**src/rtl/read_multi_pkg.sv**
```systemverilog
// Shared types and constants for the read_multi operand/memory read stage.
package read_multi_pkg;
  localparam int unsigned XLEN_DEF = 32;
  localparam int unsigned NREG_DEF = 16;
  localparam int unsigned CNVZ_W   = 4;
  localparam int unsigned PC_IDX   = NREG_DEF - 1;

  typedef logic [XLEN_DEF-1:0]         regval_t;
  typedef regval_t [NREG_DEF-1:0]      regfile_t;
  typedef logic [$clog2(NREG_DEF)-1:0] regidx_t;

  typedef enum logic [1:0] {
    ST_IDLE     = 2'd0,
    ST_WAIT     = 2'd1,
    ST_CAPTURED = 2'd2
  } read_state_t;
endpackage

```
**src/rtl/read_multi_operand_forward.sv**
```systemverilog
// operand_forward: selects one register (index NREG-1 reads the PC) and applies
// priority forwarding where the lowest-index matching port wins.
module operand_forward
  import read_multi_pkg::*;
#(
  parameter int unsigned XLEN = 32,
  parameter int unsigned NREG = 16,
  parameter int unsigned NFWD = 2,
  localparam int unsigned RW  = $clog2(NREG)
) (
  input  logic [NREG*XLEN-1:0] i_registers,
  input  logic [XLEN-1:0]      i_pc,
  input  logic [RW-1:0]        i_src,
  input  logic [NFWD-1:0]      i_fwd_valid,
  input  logic [NFWD*RW-1:0]   i_fwd_reg,
  input  logic [NFWD*XLEN-1:0] i_fwd_value,
  output logic [XLEN-1:0]      o_value
);
  logic w_hit;

  always_comb begin
    o_value = i_registers[i_src*XLEN +: XLEN];
    if (i_src == RW'(NREG - 1)) o_value = i_pc;
    w_hit = 1'b0;
    for (int unsigned j = 0; j < NFWD; j++) begin
      if (!w_hit && i_fwd_valid[j] && (i_fwd_reg[j*RW +: RW] == i_src)) begin
        o_value = i_fwd_value[j*XLEN +: XLEN];
        w_hit   = 1'b1;
      end
    end
  end
endmodule

```
**src/rtl/read_multi.sv**
```systemverilog
// read_multi: operand resolve with forwarding, CNVZ predicate, and one outstanding
// memory read with capture buffer and timeout. Optional store snoop: READ_STORE_FORWARD_EN.
module read_multi
  import read_multi_pkg::*;
#(
  parameter int unsigned XLEN         = 32,
  parameter int unsigned NREG         = 16,
  parameter int unsigned NSRC         = 3,
  parameter int unsigned NFWD         = 2,
  parameter int unsigned MEM_WAIT_MAX = 255,
  localparam int unsigned RW          = $clog2(NREG)
) (
  input  logic                 clock,
  input  logic                 reset,
  input  logic [NREG*XLEN-1:0] registers,
  input  logic [CNVZ_W-1:0]    flags,
  input  logic                 in_valid,
  output logic                 in_hold,
  input  logic [XLEN-1:0]      in_pc,
  input  logic [7:0]           in_operation,
  input  logic [NSRC*RW-1:0]   in_src_reg,
  input  logic [XLEN-1:0]      in_adjustment,
  input  logic                 in_is_reading_memory,
  input  logic [CNVZ_W-1:0]    in_cnvz_mask,
  input  logic                 in_is_non_zero_active,
  input  logic [NFWD-1:0]      fwd_valid,
  input  logic [NFWD*RW-1:0]   fwd_reg,
  input  logic [NFWD*XLEN-1:0] fwd_value,
  output logic                 mem_address_enable,
  output logic [XLEN-1:0]      mem_address,
  input  logic                 mem_data_valid,
  input  logic [XLEN-1:0]      mem_data,
  input  logic                 out_hold,
  output logic                 out_valid,
  output logic [XLEN-1:0]      out_pc,
  output logic [7:0]           out_operation,
  output logic [NSRC*XLEN-1:0] out_src_value,
`ifdef READ_STORE_FORWARD_EN
  input  logic                 st_valid,
  input  logic [XLEN-1:0]      st_address,
  input  logic [XLEN-1:0]      st_data,
`endif
  output logic                 out_mem_fault
);
  localparam int unsigned CW = $clog2(MEM_WAIT_MAX + 1);

  read_state_t          r_state;
  logic [CW-1:0]        r_cnt;
  logic [XLEN-1:0]      r_cap;
  logic                 r_valid;
  logic                 r_fault;
  logic [XLEN-1:0]      r_pc;
  logic [7:0]           r_op;
  logic [NSRC*XLEN-1:0] r_src;

  logic [NSRC*XLEN-1:0] w_src;
  logic [NSRC*XLEN-1:0] w_ld_src;
  logic [XLEN-1:0]      w_addr;
  logic [XLEN-1:0]      w_op0;
  logic                 w_active;
  logic                 w_st_hit;
  logic                 w_mem_rd;
  logic                 w_timeout;
  logic                 w_load;
  logic                 w_ld_valid;
  logic                 w_ld_fault;

  for (genvar g = 0; g < NSRC; g++) begin : g_opnd
    operand_forward #(.XLEN(XLEN), .NREG(NREG), .NFWD(NFWD)) u_opnd (
      .i_registers (registers),
      .i_pc        (in_pc),
      .i_src       (in_src_reg[g*RW +: RW]),
      .i_fwd_valid (fwd_valid),
      .i_fwd_reg   (fwd_reg),
      .i_fwd_value (fwd_value),
      .o_value     (w_src[g*XLEN +: XLEN])
    );
  end

  assign w_active = in_valid && (in_is_non_zero_active == |(in_cnvz_mask & flags));
  assign w_addr   = w_src[XLEN-1:0] + in_adjustment;

`ifdef READ_STORE_FORWARD_EN
  assign w_st_hit = in_is_reading_memory && st_valid && (st_address == w_addr);
`else
  assign w_st_hit = 1'b0;
`endif

  assign w_mem_rd  = w_active && in_is_reading_memory && !w_st_hit;
  assign w_timeout = (r_cnt == CW'(MEM_WAIT_MAX));

  assign mem_address        = w_addr;
  assign mem_address_enable = !reset && w_mem_rd && (r_state != ST_CAPTURED);
  assign in_hold            = !reset && in_valid &&
                              (out_hold || (r_state != ST_IDLE) || (w_mem_rd && !mem_data_valid));

  // Output-load decision and operand-0 source per state; the FSM below only tracks state.
  always_comb begin
    w_op0 = in_is_reading_memory ? mem_data : w_src[XLEN-1:0];
`ifdef READ_STORE_FORWARD_EN
    if (w_st_hit) w_op0 = st_data;
`endif
    w_load     = 1'b0;
    w_ld_valid = 1'b1;
    w_ld_fault = 1'b0;
    unique case (r_state)
      ST_IDLE: begin
        w_load     = !out_hold && !(w_mem_rd && !mem_data_valid);
        w_ld_valid = w_active;
      end
      ST_WAIT: begin
        w_load     = !out_hold && (mem_data_valid || w_timeout);
        w_ld_fault = !mem_data_valid;
        w_op0      = mem_data_valid ? mem_data : '0;
      end
      ST_CAPTURED: begin
        w_load = !out_hold;
        w_op0  = r_cap;
      end
      default: ;
    endcase
    w_ld_src            = w_src;
    w_ld_src[XLEN-1:0]  = w_op0;
  end

  always_ff @(posedge clock) begin
    if (reset) begin
      r_state <= ST_IDLE;
      r_cnt   <= '0;
      r_cap   <= '0;
      r_valid <= 1'b0;
      r_fault <= 1'b0;
      r_pc    <= '0;
      r_op    <= '0;
      r_src   <= '0;
    end else begin
      if (w_load) begin
        r_valid <= w_ld_valid;
        r_fault <= w_ld_valid && w_ld_fault;
        if (w_ld_valid) begin
          r_pc  <= in_pc;
          r_op  <= in_operation;
          r_src <= w_ld_src;
        end
      end
      unique case (r_state)
        ST_IDLE: begin
          if (w_mem_rd && !mem_data_valid) begin
            r_state <= ST_WAIT;
            r_cnt   <= '0;
          end
        end
        ST_WAIT: begin
          if (mem_data_valid) begin
            if (out_hold) begin
              r_state <= ST_CAPTURED;
              r_cap   <= mem_data;
            end else begin
              r_state <= ST_IDLE;
            end
          end else if (w_timeout) begin
            if (!out_hold) r_state <= ST_IDLE;
          end else begin
            r_cnt <= r_cnt + 1'b1;
          end
        end
        ST_CAPTURED: if (!out_hold) r_state <= ST_IDLE;
        default: r_state <= ST_IDLE;
      endcase
    end
  end

  assign out_valid     = r_valid;
  assign out_mem_fault = r_fault;
  assign out_pc        = r_pc;
  assign out_operation = r_op;
  assign out_src_value = r_src;
endmodule
```
**config.mk**
```make
export PLATFORM = sky130hd
export DESIGN_NAME = read_multi
export DESIGN_NICKNAME = d
export VERILOG_FILES = /design/src/rtl/read_multi_pkg.sv /design/src/rtl/read_multi_operand_forward.sv /design/src/rtl/read_multi.sv
export SDC_FILE = /design/constraint.sdc
export NUM_CORES = 1
export LEC_CHECK = 0
export BUFFER_PORTS_ARGS = -buffer_cell sky130_fd_sc_hd__buf_4
export CAP_MARGIN = 40
export CORE_AREA = 2 2 347 349
export CTS_CLUSTER_SIZE = 40
export DETAILED_ROUTE_END_ITERATION = 7
export DIE_AREA = 0 0 349 351
export PLACE_DENSITY = 0.38
export SLEW_MARGIN = 10
export SYNTH_ARGS = -nofsm -noshare
export SYNTH_HDL_FRONTEND = slang
export SYNTH_HIERARCHICAL = 1
export SYNTH_SLANG_ARGS = --single-unit
```
**constraint.sdc**
```tcl
create_clock -name clock -period 10.65 [get_ports clock]
set_input_delay 1.065 -clock clock [delete_from_list [all_inputs] [get_ports clock]]
set_output_delay 1.065 -clock clock [all_outputs]
set_load 0.05 [all_outputs]
```
# After elaboration in Yosys (flattened, before gate mapping)
# Cells that the tools add are included.
[op_classes]
mul = 0
bitwise = 1
order_cmp = 0
n_reduce_logical = 37
div = 0
shifts = 3
add_sub_neg = 2
muxes = 28
eq_ne = 18
[ops]
columns = ["cell", "count"]
rows = [
  ["variable part select 512 x 10 -> 32 bit", 3],
  ["two-way mux 32 bit", 11],
  ["case mux 32 bit (2 select lines)", 1],
  ["adder 32 bit", 1],
  ["equality test 4 bit", 6],
  ["two-way mux 8 bit", 3],
  ["logical AND 1 bit", 19],
  ["case mux 8 bit (2 select lines)", 1],
  ["equality test 4 bit, second input constant", 3],
  ["two-way mux 2 bit", 5],
  ["adder 8 x 1 -> 8 bit, second input constant", 1],
  ["equality test 8 bit, second input constant", 1],
  ["!= test 2 bit, second input constant", 4],
  ["logical NOT 1 bit", 7],
  ["case mux 2 bit (3 select lines)", 1],
  ["two-way mux 1 bit", 5],
  ["bitwise AND 4 bit", 1],
  ["AND reduction 2 bit", 2],
  ["AND reduction 4 bit", 1],
  ["nonzero test 2 bit", 2],
  ["OR reduction 4 bit", 1],
  ["logical OR 1 bit", 3],
  ["!= test 3 bit, second input constant", 1],
  ["case mux 1 bit (3 select lines)", 1],
  ["5 further kinds", 5],
]
[word_totals]
romBits = 0
n_memories = 0
wordCells = 97
ff_bits = 180
in_bits = 717
latch_bits = 0
mem_bits_rw = 0

# Logic depth before layout (Yosys ltp)
# Gate-level depths: netlist (run 1).
[logic_depth]
depth_word = 10
depth_mapped = 18
depth_no_buf = 14

# Modules after synthesis
# Netlist (run 1), hierarchy kept.
[modules_own_cells]
columns = ["mod", "n_inst", "seq_area_each_um2", "area_each_um2", "cells_each"]
rows = [
  ["operand_forward", 3, 0.0, 5346.4, 643],
  ["read_multi", 1, 3603.5, 8750.9, 957],
]

# Worst setup path after synthesis (run 1)
# No wires, ideal clock.
[synth_path]
kind = "input to output"
start = "input in_src_reg[0]"
end = "output mem_address[19]"
cell_stages = 16
t_arrival_ns = 4.713
path_buffers = 3
path_slack_ns = 4.872
path_cell_list = "buf_6 -> buf_6 -> buf_6 -> mux4_2 -> o22ai_1 -> nor3_1 -> nor3_2 -> o2bb2ai_1 -> ha_1 -> o211ai_1 -> o21bai_1 -> o221a_2 -> o211ai_4 -> o21ba_2 -> a211oi_1 -> xor2_1"
[synth_via]
elab_chain_len = 8
elab_cells_between_ends = 13
classes_between = "add/sub (1); eq/ne (3); shift (1); mux (4); reduce/logical (4)"
[synth_lines]
columns = ["element", "line", "text"]
rows = [
  ["start: declaration", "read_multi.sv:21", "input logic [NSRC*RW-1:0] in_src_reg,"],
  ["parallel branches: the longest is 6 deep, another holds variable part select 512 x 10 -> 32 bit", "-", ""],
  ["two-way mux 32 bit (*)", "read_multi_operand_forward.sv:26", "if (!w_hit && i_fwd_valid[j] && (i_fwd_reg[j*RW +: RW] == i_src)) begin"],
  ["net w_src[2]", "read_multi.sv:56", "logic [NSRC*XLEN-1:0] w_src;"],
  ["adder 32 bit (*)", "read_multi.sv:81", "assign w_addr = w_src[XLEN-1:0] + in_adjustment;"],
  ["end: declaration", "read_multi.sv:30", "output logic [XLEN-1:0] mem_address,"],
]
# Mark *: on every way through the listed nets, which the timed path passes.

# Worst setup path in the final report (run 1)
[layout_path]
start = "input in_src_reg[2]"
end = "output mem_address[30]"
# Same word-level chain as after synthesis.

==> out/metrics.yaml, run 1 <==
critical_path:
  critPathMostFrequentCell: "o21ai_2"
  critPathMaxStageDelay_ns: 0.75
  setup.reg_to_reg.worst_slack_ns: 7.28
  crit_path_start_kind: "input pin"
  cp-end-kind: "primary output"
  crit_chain: "buf_6, buf_4, or3b_1, a21oi_1, o32a_1, nor3_1, o2bb2ai_1, ha_1, fa_1, a21o_1, a221oi_2, o21ai_2, o21ai_2, o21ai_2, a2111oi_2, a311o_1, buf_4"
  critPathKind: "input pin to primary output"
  required_ns: 9.59
  critical-path-slowest-cell: "buf_4"
  path_max_fanout: 74
  arrival_ns: 6.71
placement:
  hpwl_mm: 126
  place_congestion: 0.881
  io_buffers: 856
  post-place-ws_ns: 2.86
cts:
  clk_latency_ns: 0.53
  clkSinkCount: 180
  h-tree-depth: 4
  cts_buffer_depth: 2
  clk_pin_slew_ns: 0.07
  cts_tree: "built"
  post-cts-setup-buffer-count: 0
  ctsHoldBuffers: 0
  cts-resized-gates: 0
  cts_buffers: 17
  root_buffer: "clkbuf_16"
timing:
  setup_ws_ns: 2.88
  hold_viol_final: 0
  finalSetupViolCount: 0
  period_share: 0.730
  holdWs_ns: 0.457
  setup-tns-final_ns: 0
  fmax_mhz: 129
  max_slew_margin: 0.348
  period_needed_ns: 7.77
  tightest_slew_ns: 0.971
  rsz0062_at_grt: "false"
  slew_violations: 0
  fin_skew_ns: 0.0265
floorplan:
  die_x_um: 349
  core_um2: 119000
  fp.dieH_um: 351
  pin_count: 889
  die-area_um2: 122000
  initial_core_util: 0.208
  rows: 127
power_and_ir_drop:
  power.total_uw: 3760
  switching_power_uw: 1830
  pwr-share-comb: 0.612
  p_leak_uw: 0.0125
  cellPowerDensity_nw_per_um2: 114
  p_seq_frac: 0.207
  power_frac_clock: 0.181
  p_sw_frac: 0.486
  p_int_uw: 1930
  vdd_drop_max_mv: 0.174
yosys:
  yosysWarnings: 6
  synthCells: 2886
  syn_nets: 3640
  synth_area_per_cell_um2: 8.59
  ys_ff_latch: 180
  synth_area_um2: 24800
  async_flop_share: 0
  ys_types: 77
  synthFlopType: "dfxtp_1"
  synth_edf_count: 0
  yosysSeqAreaShare: 0.145
global_route:
  antenna_found_initial: 40
  grt-ovfl-total: 0
  grt_pass1_vias: 26900
  grt_use_total: 0.257
  grt_first_pass_wirelength_mm: 224
  grt_max_degree: 126
drt:
  drc_errors: 0
  ant_nets: 0
  initialDrtViolationCount: 2603
  viasPerCell: 5.48
  routedWlPerCell_um: 32.4
  detail_route.first_pass.iterations: 8
  vias: 28100
  drt_wl_total_mm: 166
run:
  maxCapViolations: 0
layout:
  postLayoutCoreUtil: 0.277
  drive_gt1_frac: 0.374
  nNetsFinal: 4298
  area.growth.synth_to_final_pct: 32.9
worst_hold_path:
  min_path_type: "register to register"
run_status:
  status: "complete, no violations"
==> layout by cell type, fill, tap and decap left out, drive strengths merged, types with 7 or more instances in the layout <==
| cell | instances |
|---|---|
| a21o | 13 |
| dfxtp | 180 |
| a222oi | 32 |
| mux2i | 400 |
| clkbuf | 25 |
| o32a | 90 |
| xnor2 | 27 |
| nor3 | 194 |
| nor2 | 271 |
| buf | 948 |
| a21oi | 159 |
| nand3 | 13 |
| or3b | 96 |
| a211oi | 126 |
| o2bb2ai | 186 |
| mux2 | 90 |
| nand2b | 7 |
| mux4 | 102 |
| inv | 13 |
| nor2b | 97 |
| and3 | 9 |
| xor2 | 29 |
| ha | 36 |
| diode | 21 |
| nand2 | 97 |
| o21ai | 125 |
| o22ai | 91 |
| nand4 | 9 |
==> cell type report <==
| type | count | area, um2 |
|---|---|---|
| well taps | 1548 | 1940 |
| flip-flops and latches | 180 | 3600 |
| inverters | 12 | 45.0 |
| fillers | 13000 | 86100 |
| multi-input cells | 2382 | 19400 |
| clock buffers | 22 | 474 |
| repair buffers | 951 | 7300 |
| diodes | 21 | 52.6 |
| clock inverters | 10 | 98.8 |
==> metrics by stage <==
| stage | instance area, um2 | std cells |
|---|---|---|
| 4_1_cts | 32800 | 5101 |
| 2_1_floorplan | 24800 | 2886 |
| 3_5_place_dp | 32300 | 5069 |
| 3_3_place_gp | 32000 | 5047 |
| 5_1_grt | 32900 | 5122 |
| 6_report | 32900 | 5126 |
==> state kept, by name (all words and copies together), names as in the netlist <==
name           flops
out_valid          1
out_operation      8
out_pc            32
r_cnt              8
out_mem_fault      1
r_state            2
out_src_value     96
r_cap             32
==> power groups by stage <==
stage	Sequential, uW	Combinational (uW)	Clock (uW)
after floorplan	994	1190	0
after global placement	792	2270	0
after detailed placement	792	2290	0
after CTS	777	2290	718
after global routing	785	2430	729
final	777	2300	679
==> metal layers <==
| layer | part of all wire | global-route usage | vias up | routed length [um] |
|---|---|---|---|---|
| met5 | 0.0013 | 0 | - | 213 |
| met4 | 0.013 | 0.0465 | 32 | 2140 |
| met3 | 0.086 | 0.0801 | 120 | 14300 |
| met2 | 0.45 | 0.408 | 1186 | 75100 |
| met1 | 0.45 | 0.344 | 14200 | 74200 |
| li1 | - | - | 12600 | - |
==> final timing paths <==
kind / start / endpoint / cells past startpoint
setup / recovery: in_src_reg[2] / mem_address[30] / 17
hold / removal: r_cap[31] / r_cap[31] / 2
setup reg to reg: r_state[1] / out_pc[25] / 10
hold reg to reg: r_cap[31] / r_cap[31] / 2
==> kinds of logic (layout without fill, tap and decap cells) <==
family / after synthesis / count (layout) / share of synthesized area
multiplexers: 592 / 592 / 0.295
AO/OA/AOI/OAI: 879 / 879 / 0.260
other: 0 / 21 / 0
buffers and inverters: 324 / 995 / 0.0745
XOR/XNOR: 56 / 56 / 0.0198
flip-flops: 180 / 180 / 0.145
AND/OR/NAND/NOR: 818 / 818 / 0.186
adder cells (fa/ha/maj): 37 / 37 / 0.0190
==> cells in the mapped netlist, types with 36 or more instances <==
| master | n | area share |
|---|---|---|
| or3b_1 | 63 | 0.022 |
| mux2i_1 | 400 | 0.16 |
| mux2_2 | 90 | 0.041 |
| buf_2 | 89 | 0.018 |
| nor2b_1 | 97 | 0.024 |
| a21oi_1 | 158 | 0.032 |
| o22ai_1 | 91 | 0.023 |
| nor3_1 | 122 | 0.025 |
| mux4_2 | 102 | 0.093 |
| o32a_1 | 90 | 0.036 |
| a211oi_1 | 120 | 0.036 |
| nand2_1 | 97 | 0.015 |
| dfxtp_1 | 180 | 0.15 |
| nor3_2 | 72 | 0.029 |
| o21ai_0 | 116 | 0.023 |
| o2bb2ai_1 | 186 | 0.066 |
| buf_4 | 42 | 0.013 |
| ha_1 | 36 | 0.018 |
| clkbuf_1 | 129 | 0.020 |
| nor2_1 | 271 | 0.041 |
==> worst max-delay path: cells and delay by family <==
kind / cells / cell delay [ns]
compound gates: 10 / 2.70
fa+ha+maj: 2 / 0.77
simple gates: 2 / 0.84
buf+inv: 3 / 1.20
Note: power is estimated with default switching activity, not from simulation.
==> run 2: changes to the inputs <==
--- a/config.mk
+++ b/config.mk
@@ -11,7 +11,7 @@
 export CTS_CLUSTER_SIZE = 40
 export DETAILED_ROUTE_END_ITERATION = 7
 export DIE_AREA = 0 0 349 351
-export PLACE_DENSITY = 0.38
+export PLACE_DENSITY = 0.4
 export SLEW_MARGIN = 10
 export SYNTH_ARGS = -nofsm -noshare
 export SYNTH_HDL_FRONTEND = slang
==> constraint.sdc (replaced) <==
create_clock -name clock -period 6.73 [get_ports clock]
set_input_delay 0.673 -clock clock [delete_from_list [all_inputs] [get_ports clock]]
set_output_delay 0.673 -clock clock [all_outputs]
set_load 0.05 [all_outputs]
==> run 2 against run 1 <==
Compared with the run above:
- setup slack got worse by 2.5 ns
- die area did not move
- via count fell by 0.49%
- count of clock-buffer cells in the layout fell by 4
- total power rose by 60%
- clock power rose by 61%
- register-to-register slack got worse by 3.7 ns
- sequential share of layout area fell by 0.12 points
- design area rose by 1.1%
- critical path depth did not move
- critical path type unchanged
==> out/metrics.yaml, run 2 (synthesis results as in run 1) <==
drt:
  drt_wl_total_mm: 163
  drc_errors: 0
  initialDrtViolationCount: 2191
  ant_nets: 0
  viasPerCell: 5.42
  vias: 28000
  routedWlPerCell_um: 31.6
  detail_route.first_pass.iterations: 6
cts:
  cts_buffers: 17
  clkSinkCount: 180
  h-tree-depth: 4
  ctsHoldBuffers: 0
  cts-resized-gates: 0
  root_buffer: "clkbuf_16"
  cts_buffer_depth: 2
  clk_pin_slew_ns: 0.08
  clk_latency_ns: 0.53
  post-cts-setup-buffer-count: 0
  cts_tree: "built"
timing:
  period_needed_ns: 6.39
  fmax_mhz: 156
  max_slew_margin: 0.379
  finalSetupViolCount: 0
  rsz0062_at_grt: "false"
  setup-tns-final_ns: 0
  setup_ws_ns: 0.338
  tightest_slew_ns: 0.925
  fin_skew_ns: 0.0222
  slew_violations: 0
  period_share: 0.950
  hold_viol_final: 0
global_route:
  grt-ovfl-total: 0
  grt_first_pass_wirelength_mm: 220
  grt_max_degree: 108
  grt_use_total: 0.252
  antenna_found_initial: 44
  grt_pass1_vias: 27200
critical_path:
  r2r-end: "out_pc[23]"
  critical-path-slowest-cell: "nand2_1"
  crit_chain: "clkbuf_8, nand2_1, a211oi_1, nor3_1, nor3_1, buf_4, o2bb2ai_1, ha_1, fa_1, a21o_1, a221oi_2, o21ai_2, o21ai_2, o21ai_2, a2111oi_2, a311o_1, buf_4"
  arrival_ns: 5.72
  cp-end-kind: "primary output"
  crit_path_start: "in_src_reg[0]"
  critPathMostFrequentCell: "o21ai_2"
  endpoint: "mem_address[30]"
  path_depth: 17
  critPathMaxStageDelay_ns: 0.59
  crit_path_start_kind: "input pin"
  required_ns: 6.06
  setup.reg_to_reg.worst_slack_ns: 3.57
  path_max_fanout: 38
  critPathKind: "input pin to primary output"
  r2r-start: "r_state[1]"
  cp_num_buf_inv: 3
  r2r_cells: 10
  critical-path-top-delay-family: "compound AO/OA/AOI/OAI gates"
floorplan:
  pin_count: 889
  fp.dieH_um: 351
  initial_core_util: 0.208
  die_x_um: 349
  core_um2: 119000
  die-area_um2: 122000
  rows: 127
layout:
  multi_input_comb_area_um2: 19400
  largest_reg_flops: 96
  nNetsFinal: 4330
  final_cell_mix: "946 x buf_4, 400 x mux2i_1, 267 x nor2_1, 186 x o2bb2ai_1, 180 x dfxtp_1"
  regArea_um2: 3600
  final_common_cell: "buf_4"
  area.growth.synth_to_final_pct: 34.3
  drive_gt1_frac: 0.380
  fillers: 13000
power_and_ir_drop:
  cellPowerDensity_nw_per_um2: 180
  vdd_drop_max_mv: 0.216
  p_leak_uw: 0.0128
  power.total_uw: 6000
placement:
  post-place-ws_ns: 0.282
  hpwl_mm: 128
  io_buffers: 856
  place_congestion: 0.890
worst_hold_path:
  min_path_type: "input pin to register"
  hp-start: "in_operation[3]"
run:
  maxCapViolations: 0
run_status:
  status: "complete, no violations"
## run 2: layout make-up
type                       count  share of cell area
timing repair buffer         983               0.229
sequential                   180               0.108
tap                         1548              0.0582
clock inverter                13             0.00410
clock buffer                  18              0.0132
multi-input combinational   2382               0.584
inverter                      12             0.00135
antenna                       27             0.00203
## run 2: layer usage
layer | track usage | vias up | share of wire
met5 | 0 | - | 0.0015
li1 | - | 12700 | -
met3 | 0.0773 | 133 | 0.086
met2 | 0.398 | 1127 | 0.46
met4 | 0.0501 | 36 | 0.012
met1 | 0.339 | 14000 | 0.45
## run 2: per-stage QoR
step / area (um2) / utilization / instances / hold WS [ns]
final: 33300 / 0.280 / 5163 / 0.390
after global routing: 33300 / 0.280 / 5156 / 0.376
after CTS: 33200 / 0.279 / 5131 / 0.330
after detailed placement: 32600 / 0.274 / 5100 / 0.446
after global placement: 32300 / 0.272 / 5081 / 0.441
after floorplan: 24800 / - / 2886 / 0.436
## run 2: tightest hold or removal path, delay by kind of cell
kind	cells	cell delay, ns
buffers and inverters	1	0.08
multiplexers	1	0.05
AND/OR/NAND/NOR	1	0.07
## run 2: worst min path at each step
stage | endpoint | cells past startpoint
2_1_floorplan | r_cap[0] | 2
3_3_place_gp | r_cap[20] | 2
3_5_place_dp | r_cap[14] | 2
4_1_cts | out_operation[3] | 3
5_1_grt | out_operation[4] | 3
6_report | out_operation[3] | 3
## run 2: power breakdown
group	internal [uW]	switching (uW)
registers	1170	59.5
logic	1380	2300
clock network	532	559
total	3080	2920
==> run 3: changes to the inputs <==
--- a/config.mk
+++ b/config.mk
@@ -11,6 +11,7 @@
 export CTS_CLUSTER_SIZE = 40
 export DETAILED_ROUTE_END_ITERATION = 7
 export DIE_AREA = 0 0 349 351
+export GPL_TIMING_DRIVEN = 0
 export PLACE_DENSITY = 0.4
 export SLEW_MARGIN = 10
 export SYNTH_ARGS = -nofsm -noshare
==> run 3 against run 2 <==
Compared with the run above:
- the flow now finishes with violations (DRC)
- count of clock-buffer cells in the layout is the same
- core utilization grew 0.56 points
- routed wire length rose by 16%
- total power up 3.7%
- critical path type unchanged
- critical endpoint unchanged
==> out/metrics.yaml, run 3 (synthesis results as in run 1) <==
run_status:
  status: "complete, but fails checks"
  violations: "DRC"
power_and_ir_drop:
  p_seq_frac: 0.199
  p_sw_frac: 0.482
  vdd_drop_max_mv: 0.212
  pwr-share-comb: 0.609
  cellPowerDensity_nw_per_um2: 183
  power_frac_clock: 0.192
  p_leak_uw: 0.0131
  switching_power_uw: 3000
  p_int_uw: 3220
timing:
  finalSetupViolCount: 0
  hold_viol_final: 0
  holdWs_ns: 0.393
  fin_skew_ns: 0.0250
  max_slew_margin: 0.283
  fmax_mhz: 153
  period_share: 0.973
  rsz0062_at_grt: "false"
  tightest_slew_ns: 1.07
  slew_violations: 0
  period_needed_ns: 6.55
global_route:
  grt_use_total: 0.294
  antenna_found_initial: 80
  grt-ovfl-total: 0
  grt_pass1_vias: 29000
  grt_first_pass_wirelength_mm: 249
  grt_max_degree: 17
layout:
  final_common_cell: "buf_4"
  nNetsFinal: 4524
  final_cell_mix: "897 x buf_4, 400 x mux2i_1, 271 x nor2_1, 184 x o2bb2ai_1, 180 x dfxtp_1"
  drive_gt1_frac: 0.371
  final_cell_count_no_fill: 5359
  area.growth.synth_to_final_pct: 37.0
  largest_reg_flops: 96
  final_design_area_no_fill_um2: 34000
critical_path:
  critical-path-slowest-cell: "clkbuf_1"
  r2r-end: "out_src_value[63]"
  critPathMaxStageDelay_ns: 0.63
  r2r-start: "r_state[1]"
  crit_path_start_kind: "input pin"
  r2r_cells: 11
  cp-end-kind: "primary output"
  critPathKind: "input pin to primary output"
  critical-path-top-delay-family: "compound AO/OA/AOI/OAI gates"
  path_max_fanout: 10
  arrival_ns: 5.88
  required_ns: 6.06
  setup.reg_to_reg.worst_slack_ns: 4.17
  crit_chain: "buf_4, buf_2, nand3b_1, clkbuf_1, o2bb2ai_1, o32a_1, nor3_1, o2bb2ai_1, buf_4, fa_1, a21o_1, a221oi_2, o21ai_2, o21ai_2, o21ai_2, a2111oi_2, a311o_1, buf_4"
  cp_num_buf_inv: 5
cts:
  cts_buffers: 17
  clk_pin_slew_ns: 0.08
  post-cts-setup-buffer-count: 0
  clkSinkCount: 180
  cts_tree: "built"
  clk_latency_ns: 0.52
  cts_buffer_depth: 2
  h-tree-depth: 4
  root_buffer: "clkbuf_16"
floorplan:
  rows: 127
  pin_count: 889
  core_um2: 119000
  fp.dieH_um: 351
  die-area_um2: 122000
  die_x_um: 349
  initial_core_util: 0.208
drt:
  routedWlPerCell_um: 35.3
  vias: 29300
  ant_nets: 0
  viasPerCell: 5.48
  initialDrtViolationCount: 2688
  drt_wl_total_mm: 189
  detail_route.first_pass.iterations: 8
  drc_errors: 4
worst_hold_path:
  min_delay_path_depth: 3
  min_path_type: "input pin to register"
  hold_end: "out_operation[6]"
  hp-start: "in_operation[6]"
placement:
  io_buffers: 853
  place_congestion: 0.947
  dpl_cell_area_um2: 33200
  hpwl_mm: 161
  placed_cells: 5296
run:
  maxCapViolations: 0
run 3: cell count changes in the layout (fill, tap and decap cells not counted), moves of 5 or more:
cell      before  now
clkbuf_1       0  127
buf_2         13   95
buf_4        946  897
buf_6          4   35
buf_8          1   11
buf_1          0    9
buf_12         9    1
buf_16         7    0
inv_6          8    3
run 3: final cells by class:
class / count / area (um2)
flip-flops and latches: 180 / 3600
diodes: 29 / 72.6
clock buffers: 18 / 439
plain buffers: 312 / 1800
inverters: 12 / 45.0
repair buffers: 865 / 6500
well taps: 1548 / 1940
fillers: 13100 / 85000
clock inverters: 13 / 204
multi-input cells: 2382 / 19400
run 3: worst max path at each step:
| stage | start | endpoint | slack, ns | cells after the start |
|---|---|---|---|---|
| after floorplan | in_src_reg[0] | mem_address[19] | 1.74 | 16 |
| after global placement | in_src_reg[2] | mem_address[30] | -0.06 | 18 |
| after CTS | in_src_reg[2] | mem_address[30] | 0.09 | 18 |
| after detailed placement | in_src_reg[2] | mem_address[30] | -0.09 | 18 |
| after global routing | in_src_reg[3] | mem_address[30] | 0.005 | 18 |
| final | in_src_reg[3] | mem_address[30] | 0.18 | 18 |
run 3: power by group through the flow:
stage,Sequential (uW),Combinational (uW),Clock [uW]
after floorplan,1570,1880,0
after global placement,1260,3750,0
after detailed placement,1260,3760,0
after CTS,1240,3770,1240
after global routing,1250,3970,1270
final,1240,3790,1200
run 3: worst reg2reg max path, cell delays in order (launching register included):
cell and delay (ns):
dfxtp_1 0.43, inv_1 0.09, ha_1 0.27, nor2b_1 0.20, o21ai_1 0.19, o221ai_2 0.19
a21oi_1 0.16, buf_4 0.19, buf_12 0.21, buf_8 0.23, mux2i_1 0.21, nor2_1 0.05
run 3: stage by stage:
| stage | setup WS [ns] | TNS [ns] | power (uW) | utilization |
|---|---|---|---|---|
| after floorplan | 1.74 | 0 | 3460 | - |
| after global placement | -0.0606 | -0.0606 | 5010 | 0.278 |
| after detailed placement | -0.0905 | -0.0905 | 5010 | 0.279 |
| after CTS | 0.0874 | 0 | 6250 | 0.285 |
| after global routing | 0.00493 | 0 | 6480 | 0.285 |
| final | 0.181 | 0 | 6220 | 0.285 |
run 3: routing by layer:
metal | routed length [um] | GRT usage | up-vias
met2 | 91200 | 0.503 | 1358
met3 | 16200 | 0.0922 | 247
met4 | 4100 | 0.0748 | 86
met5 | 556 | 0 | -
met1 | 76900 | 0.355 | 14600
li1 | - | - | 13100
run 3: timing repair:
| item | in CTS | in global routing |
|---|---|---|
| hold buffers | 0 | 0 |
| setup endpoints to repair | 2 | 2 |
| resized for setup | 2 | 3 |
